===== config.mk =====
export PLATFORM = sky130hd
export DESIGN_NAME = pc_ifid_stage
export DESIGN_NICKNAME = d
export VERILOG_FILES = /design/src/rtl/pc_ifid_stage_pkg.sv /design/src/rtl/pc_ifid_stage_pc_reg.sv /design/src/rtl/pc_ifid_stage.sv
export SDC_FILE = /design/constraint.sdc
export NUM_CORES = 1
export LEC_CHECK = 0
export CORE_ASPECT_RATIO = 1.2
export CORE_MARGIN = 3
export CORE_UTILIZATION = 49
export CTS_BUF_LIST = sky130_fd_sc_hd__clkbuf_8
export CTS_CLUSTER_DIAMETER = 100
export DETAILED_ROUTE_END_ITERATION = 10
export PLACE_DENSITY = 0.9
export SLEW_MARGIN = 20
export SYNTH_ARGS = -nofsm -noshare
export SYNTH_HDL_FRONTEND = slang
export SYNTH_HIERARCHICAL = 1
export SYNTH_SLANG_ARGS = --single-unit

===== constraint.sdc =====
create_clock -name clk -period 5 [get_ports clk]
set_clock_uncertainty 0.15 [all_clocks]
set_input_delay 0.75 -clock clk [delete_from_list [all_inputs] [get_ports clk]]
set_output_delay 0.75 -clock clk [all_outputs]
set_load 0.03 [all_outputs]

===== src/rtl/pc_ifid_stage_pkg.sv =====
// Shared fetch-stage definitions: bus widths, hold/jump encodings and the NOP bubble.
package pc_ifid_stage_pkg;

  localparam int unsigned INST_ADDR_W = 32;
  localparam int unsigned INST_W      = 32;
  localparam int unsigned HOLD_W      = 8;

  localparam logic JUMP_ENABLE  = 1'b1;
  localparam logic JUMP_DISABLE = 1'b0;

  localparam logic [INST_W-1:0] NOP_ENC = 32'h0000_0013;

  // 2'b11 is reserved and behaves like HOLD_NO wherever it is decoded.
  typedef enum logic [1:0] {
    HOLD_NO    = 2'b00,
    HOLD_WAIT  = 2'b01,
    HOLD_FLUSH = 2'b10,
    HOLD_RSVD  = 2'b11
  } hold_e;

  // Global hold/flush bus, one field per pipeline stage (field 0 in the LSBs).
  typedef struct packed {
    hold_e exmem;
    hold_e idex;
    hold_e ifid;
    hold_e pc;
  } hold_bus_t;

endpackage


===== src/rtl/pc_ifid_stage_pc_reg.sv =====
// Program counter with next-PC select: jump target, hold, or sequential PC+4.
module pc_ifid_stage_pc_reg
  import pc_ifid_stage_pkg::*;
#(
  parameter int unsigned       ADDR_W = INST_ADDR_W,
  parameter logic [ADDR_W-1:0] RST_PC = '0
) (
  input  logic              clk,
  input  logic              rst,
  input  logic              jump_flag,
  input  logic [ADDR_W-1:0] jump_addr,
  input  hold_e             hold,
  output logic [ADDR_W-1:0] pc
);

  logic [ADDR_W-1:0] pc_next_c;

  // A jump beats a wait on this stage; PC+4 wraps naturally at 2^ADDR_W.
  always_comb begin
    pc_next_c = pc + ADDR_W'(4);
    if (jump_flag == JUMP_ENABLE) begin
      pc_next_c = jump_addr;
    end else if (hold == HOLD_WAIT) begin
      pc_next_c = pc;
    end
  end

  always_ff @(posedge clk) begin
    if (rst) begin
      pc <= RST_PC;
    end else begin
      pc <= pc_next_c;
    end
  end

endmodule


===== src/rtl/pc_ifid_stage.sv =====
// Pipeline front end: PC drives the instruction memory, IF/ID register captures word + PC for decode.
module pc_ifid_stage
  import pc_ifid_stage_pkg::*;
#(
  parameter int unsigned       ADDR_W   = INST_ADDR_W,
  parameter int unsigned       INST_W   = 32,
  parameter logic [ADDR_W-1:0] RST_PC   = '0,
  parameter logic [INST_W-1:0] NOP_INST = INST_W'(NOP_ENC)
) (
  input  logic              clk,
  input  logic              rst_n,
  input  logic [INST_W-1:0] inst_i,
  output logic [ADDR_W-1:0] inst_addr_o,
  input  logic              jump_flag_i,
  input  logic [ADDR_W-1:0] jump_addr_i,
  input  logic [HOLD_W-1:0] hold_i,
  output logic [INST_W-1:0] ifid_inst_o,
  output logic [ADDR_W-1:0] ifid_addr_o,
  output logic              ifid_valid_o
);

  hold_bus_t hold;
  logic      unused_hold;

  assign hold        = hold_bus_t'(hold_i);
  assign unused_hold = ^{hold.idex, hold.exmem};

  pc_ifid_stage_pc_reg #(
    .ADDR_W (ADDR_W),
    .RST_PC (RST_PC)
  ) u_pc_reg (
    .clk       (clk),
    .rst       (rst_n),
    .jump_flag (jump_flag_i),
    .jump_addr (jump_addr_i),
    .hold      (hold.pc),
    .pc        (inst_addr_o)
  );

  // IF/ID register: flush inserts a bubble, wait freezes, otherwise capture fetch.
  always_ff @(posedge clk) begin
    if (rst_n || (hold.ifid == HOLD_FLUSH)) begin
      ifid_inst_o  <= NOP_INST;
      ifid_addr_o  <= '0;
      ifid_valid_o <= 1'b0;
    end else if (hold.ifid != HOLD_WAIT) begin
      ifid_inst_o  <= inst_i;
      ifid_addr_o  <= inst_addr_o;
      ifid_valid_o <= 1'b1;
    end
  end

endmodule


=== Yosys cells after proc, flatten, opt, wreduce, memory -nomap -nowiden ===
Cells that the tools add are included.

* Eq/ne operators: 4
* Reductions and logical operators: 1
* Multiplexer cells: 2
* Add/subtract/negate cells: 1

{| class="wikitable"
|+ Operators by type and width
! cell !! count
|-
| 2-to-1 mux 32 bit || 2
|-
| adder 32 x 3 -> 32 bit, second input constant || 1
|-
| == test 2 x 1 -> 1 bit, second input constant || 1
|-
| == test 2 bit, second input constant || 1
|-
| inequality test 2 x 1 -> 1 bit, second input constant || 1
|-
| inequality test 2 bit, second input constant || 1
|-
| logical OR 1 bit || 1
|}

* Output and inout bits: 97
* Word-level logic and storage cells: 12
* Bits of input ports: 75
* Register bits: 97

=== Longest topological paths before layout ===
Gate-level depths: netlist (run 1).

* Word-level depth: 3
* Mapped depth: 6

=== By module ===
The synthesis (run 1) kept the hierarchy.

{| class="wikitable"
|+ By module, submodules not included
! module !! sequential area each (um2) !! area an instance (um2) !! cells an instance !! instances
|-
| pc_ifid_stage || 1301.2 || 2613.8 || 228 || 1
|-
| pc_ifid_stage_pc_reg || 640.6 || 1976.9 || 248 || 1
|}

=== Least setup slack after synthesis (run 1) ===
OpenSTA, ideal clock, no wires.

* Path type: input-to-reg
* Start: in hold_i[1]
* End: reg u_pc_reg.pc[20]
* Arrival time: 1.923 ns
* Buffers on the path: 1
* Required time: 4.759 ns
* Slack: 2.836 ns
* Cell stages on the path: 5
* Path through: nand2b_1 buf_2 nand3_2 or4_1 a311oi_1

* Word-level cells in the longest chain between the ends: 2

{| class="wikitable"
|+ RTL lines
! item !! line !! source
|-
| start, declared || pc_ifid_stage.sv:16 || <nowiki>input logic [HOLD_W-1:0] hold_i,</nowiki>
|-
| == test 2 x 1 -> 1 bit || pc_ifid_stage_pc_reg.sv:23 || <nowiki>end else if (hold == HOLD_WAIT) begin</nowiki>
|-
| inequality test 2 bit (no source line) || -- ||
|-
| end signal, assigned || pc_ifid_stage_pc_reg.sv:32 || <nowiki>pc <= pc_next_c;</nowiki>
|-
| end, declared || pc_ifid_stage_pc_reg.sv:13 || <nowiki>output logic [ADDR_W-1:0] pc</nowiki>
|}

No other way between the ends.
A chain may end at the register's enable or synchronous reset.

=== Worst setup path in the final report (run 1) ===
* Start: in hold_i[3]
* End: reg ifid_inst_o[0]

* Word-level cells in the longest chain between the ends: 2

{| class="wikitable"
|+ RTL lines
! item !! line !! source
|-
| == test 2 bit || pc_ifid_stage.sv:42 || <nowiki>if (rst_n || (hold.ifid == HOLD_FLUSH)) begin</nowiki>
|-
| logical OR 1 bit || pc_ifid_stage.sv:42 ||
|-
| end signal, assigned || pc_ifid_stage.sv:47 || <nowiki>ifid_inst_o <= inst_i;</nowiki>
|-
| end, declared || pc_ifid_stage.sv:17 || <nowiki>output logic [INST_W-1:0] ifid_inst_o,</nowiki>
|}

Several ways; a longest one is shown, not always the timed one.

==> results of run 1 <==
==> critical path: cells and delay by family <==
family | cells | cell delay, ns
buf+inv | 2 | 0.97
xor+xnor | 1 | 0.90
compound gates | 1 | 0.15
==> through the flow <==
step	instances	instance area, sq um	hold WS [ns]	util (%)
final	738	6370	0.322	70.2
after detailed placement	723	6160	0.314	67.9
after global placement	723	6160	0.299	67.9
after floorplan	476	4590	0.440	-
after global routing	738	6370	0.361	70.2
after CTS	738	6370	0.326	70.2
==> metal layers <==
layer / part of all wire (%) / global-route usage, % / up-vias
met3: 8.8 / 5.16 / 26
met2: 50 / 41.9 / 224
met4: 2.7 / 10.4 / 0
met5: 0 / 0 / -
li1: - / - / 2099
met1: 39 / 30.5 / 2140
==> power by group through the flow <==
stage,combinational [W],sequential (W),clock (W)
after global placement,0.000393,0.000883,0
after floorplan,0.000147,0.000967,0
final,0.000401,0.000870,0.000541
after CTS,0.000402,0.000869,0.000553
after detailed placement,0.000400,0.000887,0
after global routing,0.000424,0.000878,0.000590
==> logic make-up (layout without fill, tap and decap cells) <==
family	Yosys count	after routing	synth area share (%)
compound gates	126	126	24.2
xor+xnor	9	9	2.13
fa+ha+maj	1	1	0.273
buf+inv	55	197	7.11
flops	97	97	42.3
mux	2	2	0.436
simple gates	186	186	23.5
==> cells in the mapped netlist (6+ instances only) <==
library cell / number
nor2_1: 30
clkbuf_1: 23
inv_1: 9
dfxtp_1: 97
nand2_1: 18
nor4_1: 6
buf_6: 7
a311oi_1: 13
a32o_1: 61
nand4_1: 11
nor2b_1: 70
a211oi_1: 9
and3_1: 6
nand3_1: 10
and4_1: 7
==> final timing paths <==
kind	end
setup reg to reg	u_pc_reg/pc[20]$_SDFFE_PP0N_
hold / removal	ifid_valid_o$_SDFFE_PP0P_
hold reg to reg	ifid_valid_o$_SDFFE_PP0P_
setup / recovery	ifid_inst_o[0]$_SDFFE_PP1P_
==> area by class of cell <==
cell class / count / share of cell area, %
Clock inverter: 5 / 1.14
Inverter: 11 / 0.648
Tap cell: 120 / 2.36
Clock buffer: 10 / 2.16
Multi-Input combinational cell: 324 / 36.6
Timing Repair Buffer: 171 / 26.7
Sequential cell: 97 / 30.5
==> sequential cells by signal (all words and copies together), names as in the netlist <==
register      count
ifid_addr_o      32
ifid_inst_o      32
ifid_valid_o      1
u_pc_reg/pc      32
==> impl_metrics.env, run 1 <==
export IMPL_status="completed"
export IMPL_min_path_cells=2
export IMPL_final_cell_mix="166 x clkdlybuf4s50_1, 97 x dfxtp_1, 69 x nor2b_1, 61 x a32o_1, 30 x nor2_1"
export IMPL_clk_pin_slew_worst_paths_ns=0.08
export IMPL_rsz0062_at_grt="no"
export IMPL_max_slew_margin_rel_pct=29.2
export IMPL_synthFlopType="dfxtp_1"
export IMPL_ios=172
export IMPL_syn_area_sq_um=4590
export IMPL_cp_slowest_stage_delay_ns=0.90
export IMPL_slew_violations=0
export IMPL_setup_slack_ns=2.27
export IMPL_fp_dieArea_sq_um=10600
export IMPL_drc=0
export IMPL_synthCells=476
export IMPL_drt_wl_total_mm=13.6
export IMPL_fillers=704
export IMPL_ant_nets=0
export IMPL_switchingPower_w=0.000517
export IMPL_mostFrequentLayoutCell="clkdlybuf4s50_1"
export IMPL_crit_path_start_kind="primary input"
export IMPL_synth_top_cells_by_area="dfxtp_1 42%, a32o_1 13%, nor2b_1 9.5%"
export IMPL_drive_gt1_share_pct=4.21
export IMPL_root_buffer="clkbuf_8"
export IMPL_grt_antenna_before_repair=0
export IMPL_required_ns=5.07
export IMPL_initial_utilization_pct=50.6
export IMPL_p_int_w=0.00129
export IMPL_synthToLayoutAreaGrowth_pct=38.8
export IMPL_worstPathCellList="clkdlybuf4s50_1 -> xnor2_4 -> buf_4 -> a22oi_1"
export IMPL_hold_violations=0
export IMPL_cts_tree="done"
export IMPL_drt_first_pass_iters=5
export IMPL_numCtsBuffers=9
export IMPL_power_per_cell_area_nw_per_um2=284
export IMPL_slowest_stage="xnor2_4"
export IMPL_pwr_share_clk_pct=29.8
export IMPL_post_route_min_period_ns=2.73
export IMPL_clock_path_buffers=2
export IMPL_power_frac_comb_pct=22.1
export IMPL_clock_sinks=97
export IMPL_leakage_nw=2.22
export IMPL_seq_power_share_pct=48.0
export IMPL_setup_violations=0
export IMPL_core_sq_um=9080
export IMPL_postCtsResizedCells=0
export IMPL_r2r_slack_ns=2.63
export IMPL_ys_warn_count=6
export IMPL_grt_util_all_layers_pct=24.8
export IMPL_die_w_um=94.4
export IMPL_regArea_sq_um=1940
export IMPL_std_cell_rows=38
export IMPL_arrival_ns=2.80
export IMPL_max_freq_ghz=0.366
export IMPL_multi_input_area_sq_um=2330
export IMPL_avgSynthCellArea_sq_um=9.64
export IMPL_fp_dieH_um=112
export IMPL_timing_final_crit_share_pct=54.6
export IMPL_grt_first_pass_wirelength_mm=21.2
export IMPL_vias=4489
export IMPL_finalSetupTns_ns=0
export IMPL_grt_pass1_vias=4205
export IMPL_critPathKind="primary input to flop"
export IMPL_async_flop_share_pct=0
export IMPL_clk_latency_ns=0.35
export IMPL_grt_max_degree=106
export IMPL_pre_cts_slack_ns=1.91
export IMPL_cts_htree_levels=3
export IMPL_synth_edff_count=0
export IMPL_critPathMaxFanout=39
export IMPL_fin_total_pwr_w=0.00181
export IMPL_ys_seq_elements=97
export IMPL_gp_congestion=0.875
export IMPL_max_cap_violations=0
export IMPL_grt_overflow=0
export IMPL_ctsHoldBuffers=0
export IMPL_crit_reg2reg_launch="u_pc_reg/pc[10]$_SDFFE_PP0N_"
export IMPL_synthesis_nets=552
export IMPL_drtIter0Drc=433
export IMPL_end_kind="flop"
export IMPL_nets=690
export IMPL_diodes=0
export IMPL_post_cts_buffers=0
export IMPL_post_drt_via_cell_ratio=6.08
export IMPL_port_buffers=167
export IMPL_cp_startpoint="hold_i[3]"
export IMPL_post_drt_wl_per_cell_um=18.4
export IMPL_hold_path_class="flop to flop"
export IMPL_hp_start="ifid_valid_o$_SDFFE_PP0P_"
export IMPL_ys_seq_area_share_pct=42.3
export IMPL_r2r_cells=4
export IMPL_tightest_slew_ns=1.06
export IMPL_peakVddDrop_mv=0.170
export IMPL_yosys_area_top_type="dfxtp_1"
export IMPL_synth_top_area_share_pct=42.3
export IMPL_swShare_pct=28.5
export IMPL_dp_hpwl_mm=9.51
export IMPL_synthDistinctLibCells=60
Note: power is estimated with default switching activity, not from simulation.
==> inputs of run 2 (changes only) <==
CORE_UTILIZATION = 41   (was 49)
PLACE_DENSITY = 0.8   (was 0.9)
clock period = 2.5 ns   (was 5 ns; I/O delays follow)
==> run 2 against run 1 <==
Compared with the run above:
- cell count up 2.8%
- register-to-register slack worse by 2.3 ns
- non-clock buffer count up 13
- worst hold slack worse by 0.077 ns
- sequential cell count unchanged
- setup slack got worse by 1.9 ns
- largest power group unchanged
- clock power grew 68%
- first-iteration DRC count shrank 21%
- utilization shrank 9.9 points
- critical path depth decreased by 3
- combinational power is 110% higher
==> impl_metrics.env, run 2 (synthesized netlist as in run 1, its figures left out) <==
export IMPL_post_route_min_period_ns=2.15
export IMPL_r2r_cells=4
export IMPL_root_buffer="clkbuf_8"
export IMPL_gp_congestion=0.923
export IMPL_mostFrequentLayoutCell="clkdlybuf4s50_1"
export IMPL_leakage_nw=2.26
export IMPL_ios=172
export IMPL_tightest_slew_ns=1.04
export IMPL_port_buffers=167
export IMPL_grt_antenna_before_repair=0
export IMPL_power_per_cell_area_nw_per_um2=537
export IMPL_route_met2_wl_mm=6.69
export IMPL_numCtsBuffers=9
export IMPL_cp_slowest_stage_delay_ns=0.75
export IMPL_drive_gt1_share_pct=6.35
export IMPL_grt_max_degree=66
export IMPL_drtIter0Drc=344
export IMPL_drc=0
export IMPL_rsz0062_at_grt="no"
export IMPL_grt_first_pass_wirelength_mm=20.9
export IMPL_min_path_cells=2
export IMPL_hold_path_end="u_pc_reg/pc[22]$_SDFFE_PP0N_"
export IMPL_die_w_um=103
export IMPL_required_ns=1.98
export IMPL_status="completed"
export IMPL_setup_violations=0
export IMPL_initial_utilization_pct=42.8
export IMPL_fp_dieH_um=122
export IMPL_top_layer_used="met4"
export IMPL_end_kind="primary output"
export IMPL_worstPathCellList="clkdlybuf4s50_1"
export IMPL_critPathMaxFanout=10
export IMPL_cp_top_family="buffers and inverters"
export IMPL_multi_input_area_sq_um=2330
export IMPL_fillers=942
export IMPL_core_sq_um=10700
export IMPL_slew_violations=0
export IMPL_rr_endpoint="u_pc_reg/pc[20]$_SDFFE_PP0N_"
export IMPL_hold_path_class="primary input to flop"
export IMPL_max_cap_violations=0
export IMPL_final_cell_mix="166 x clkdlybuf4s50_1, 97 x dfxtp_1, 69 x nor2b_1, 61 x a32o_1, 30 x nor2_1"
export IMPL_crit_reg2reg_launch="u_pc_reg/pc[11]$_SDFFE_PP0N_"
export IMPL_final_core_util_pct=60.3
export IMPL_grt_util_all_layers_pct=21.1
export IMPL_wl_met1_mm=5.79
export IMPL_max_freq_ghz=0.464
export IMPL_postCtsResizedCells=0
export IMPL_clk_pin_slew_worst_paths_ns=0.09
export IMPL_slowest_stage="clkdlybuf4s50_1"
export IMPL_peakVddDrop_mv=0.224
export IMPL_max_slew_margin_rel_pct=30.7
export IMPL_drt_wl_total_mm=13.9
export IMPL_hp_start="rst_n"
export IMPL_hold_slack_ns=0.245
export IMPL_clock_path_buffers=2
export IMPL_post_cts_buffers=0
export IMPL_dp_hpwl_mm=9.90
export IMPL_drt_first_pass_iters=5
export IMPL_synthToLayoutAreaGrowth_pct=40.8
export IMPL_grt_pass1_vias=4198
export IMPL_grt_overflow=0
export IMPL_regArea_sq_um=1940
export IMPL_clk_latency_ns=0.35
export IMPL_timing_final_crit_share_pct=86.1
export IMPL_ant_nets=0
export IMPL_std_cell_rows=41
export IMPL_crit_path_start_kind="flop"
export IMPL_finalSetupTns_ns=0
export IMPL_clock_sinks=97
export IMPL_hold_violations=0
export IMPL_arrival_ns=1.63
export IMPL_post_drt_via_cell_ratio=5.88
export IMPL_vias=4460
export IMPL_top_regs="ifid_addr_o (32), ifid_inst_o (32), u_pc_reg/pc (32)"
export IMPL_diodes=0
export IMPL_cts_tree="done"
export IMPL_fp_dieArea_sq_um=12500
export IMPL_post_drt_wl_per_cell_um=18.3
export IMPL_cp_num_buf_inv=1
export IMPL_nets=703
export IMPL_ctsHoldBuffers=0
export IMPL_critPathKind="flop to primary output"
export IMPL_wl_met3_um=958
export IMPL_cts_htree_levels=3
export IMPL_r2r_slack_ns=0.35
[run 2: worst max-delay path by stage]
stage               depth (start not counted)  slack (ns)                         start                            to
floorplan                                   5        0.43  u_pc_reg/pc[10]$_SDFFE_PP0N_  u_pc_reg/pc[20]$_SDFFE_PP0N_
global placement                            5        0.21                     hold_i[1]  u_pc_reg/pc[24]$_SDFFE_PP0N_
detailed placement                          6        0.16                     hold_i[1]  u_pc_reg/pc[12]$_SDFFE_PP0N_
CTS                                         1        0.32  u_pc_reg/pc[20]$_SDFFE_PP0N_               inst_addr_o[20]
global route                                4        0.18  u_pc_reg/pc[11]$_SDFFE_PP0N_  u_pc_reg/pc[24]$_SDFFE_PP0N_
finish                                      1        0.35  u_pc_reg/pc[15]$_SDFFE_PP0N_               inst_addr_o[15]
[run 2: area by class of cell]
| class | count | share of cell area, % |
|---|---|---|
| clock buffers | 11 | 2.34 |
| clock inverters | 3 | 0.271 |
| inverters | 11 | 0.639 |
| multi-input cells | 324 | 36.0 |
| flip-flops and latches | 97 | 30.0 |
| well taps | 129 | 2.50 |
| repair buffers | 184 | 28.2 |
[run 2: routing by layer]
layer	vias to the layer above	track usage, %
li1	2122	-
met1	2101	26.6
met2	208	35.1
met3	29	2.58
met4	0	10.5
met5	-	0
[run 2: through the flow]
step                      worst slack [ns]  cell area, sq um  total power, W  cells
after floorplan                      0.435              4590         0.00223    476
after global placement               0.208              6300         0.00258    745
after detailed placement             0.160              6300         0.00260    745
after CTS                            0.323              6460         0.00351    759
after global routing                 0.182              6460         0.00363    759
final                                0.347              6460         0.00347    759
[run 2: power breakdown]
group	internal, W	switching, W
Combinational	0.000390	0.000438
Clock	0.000402	0.000505
Sequential	0.00164	0.0000975
Total	0.00243	0.00104
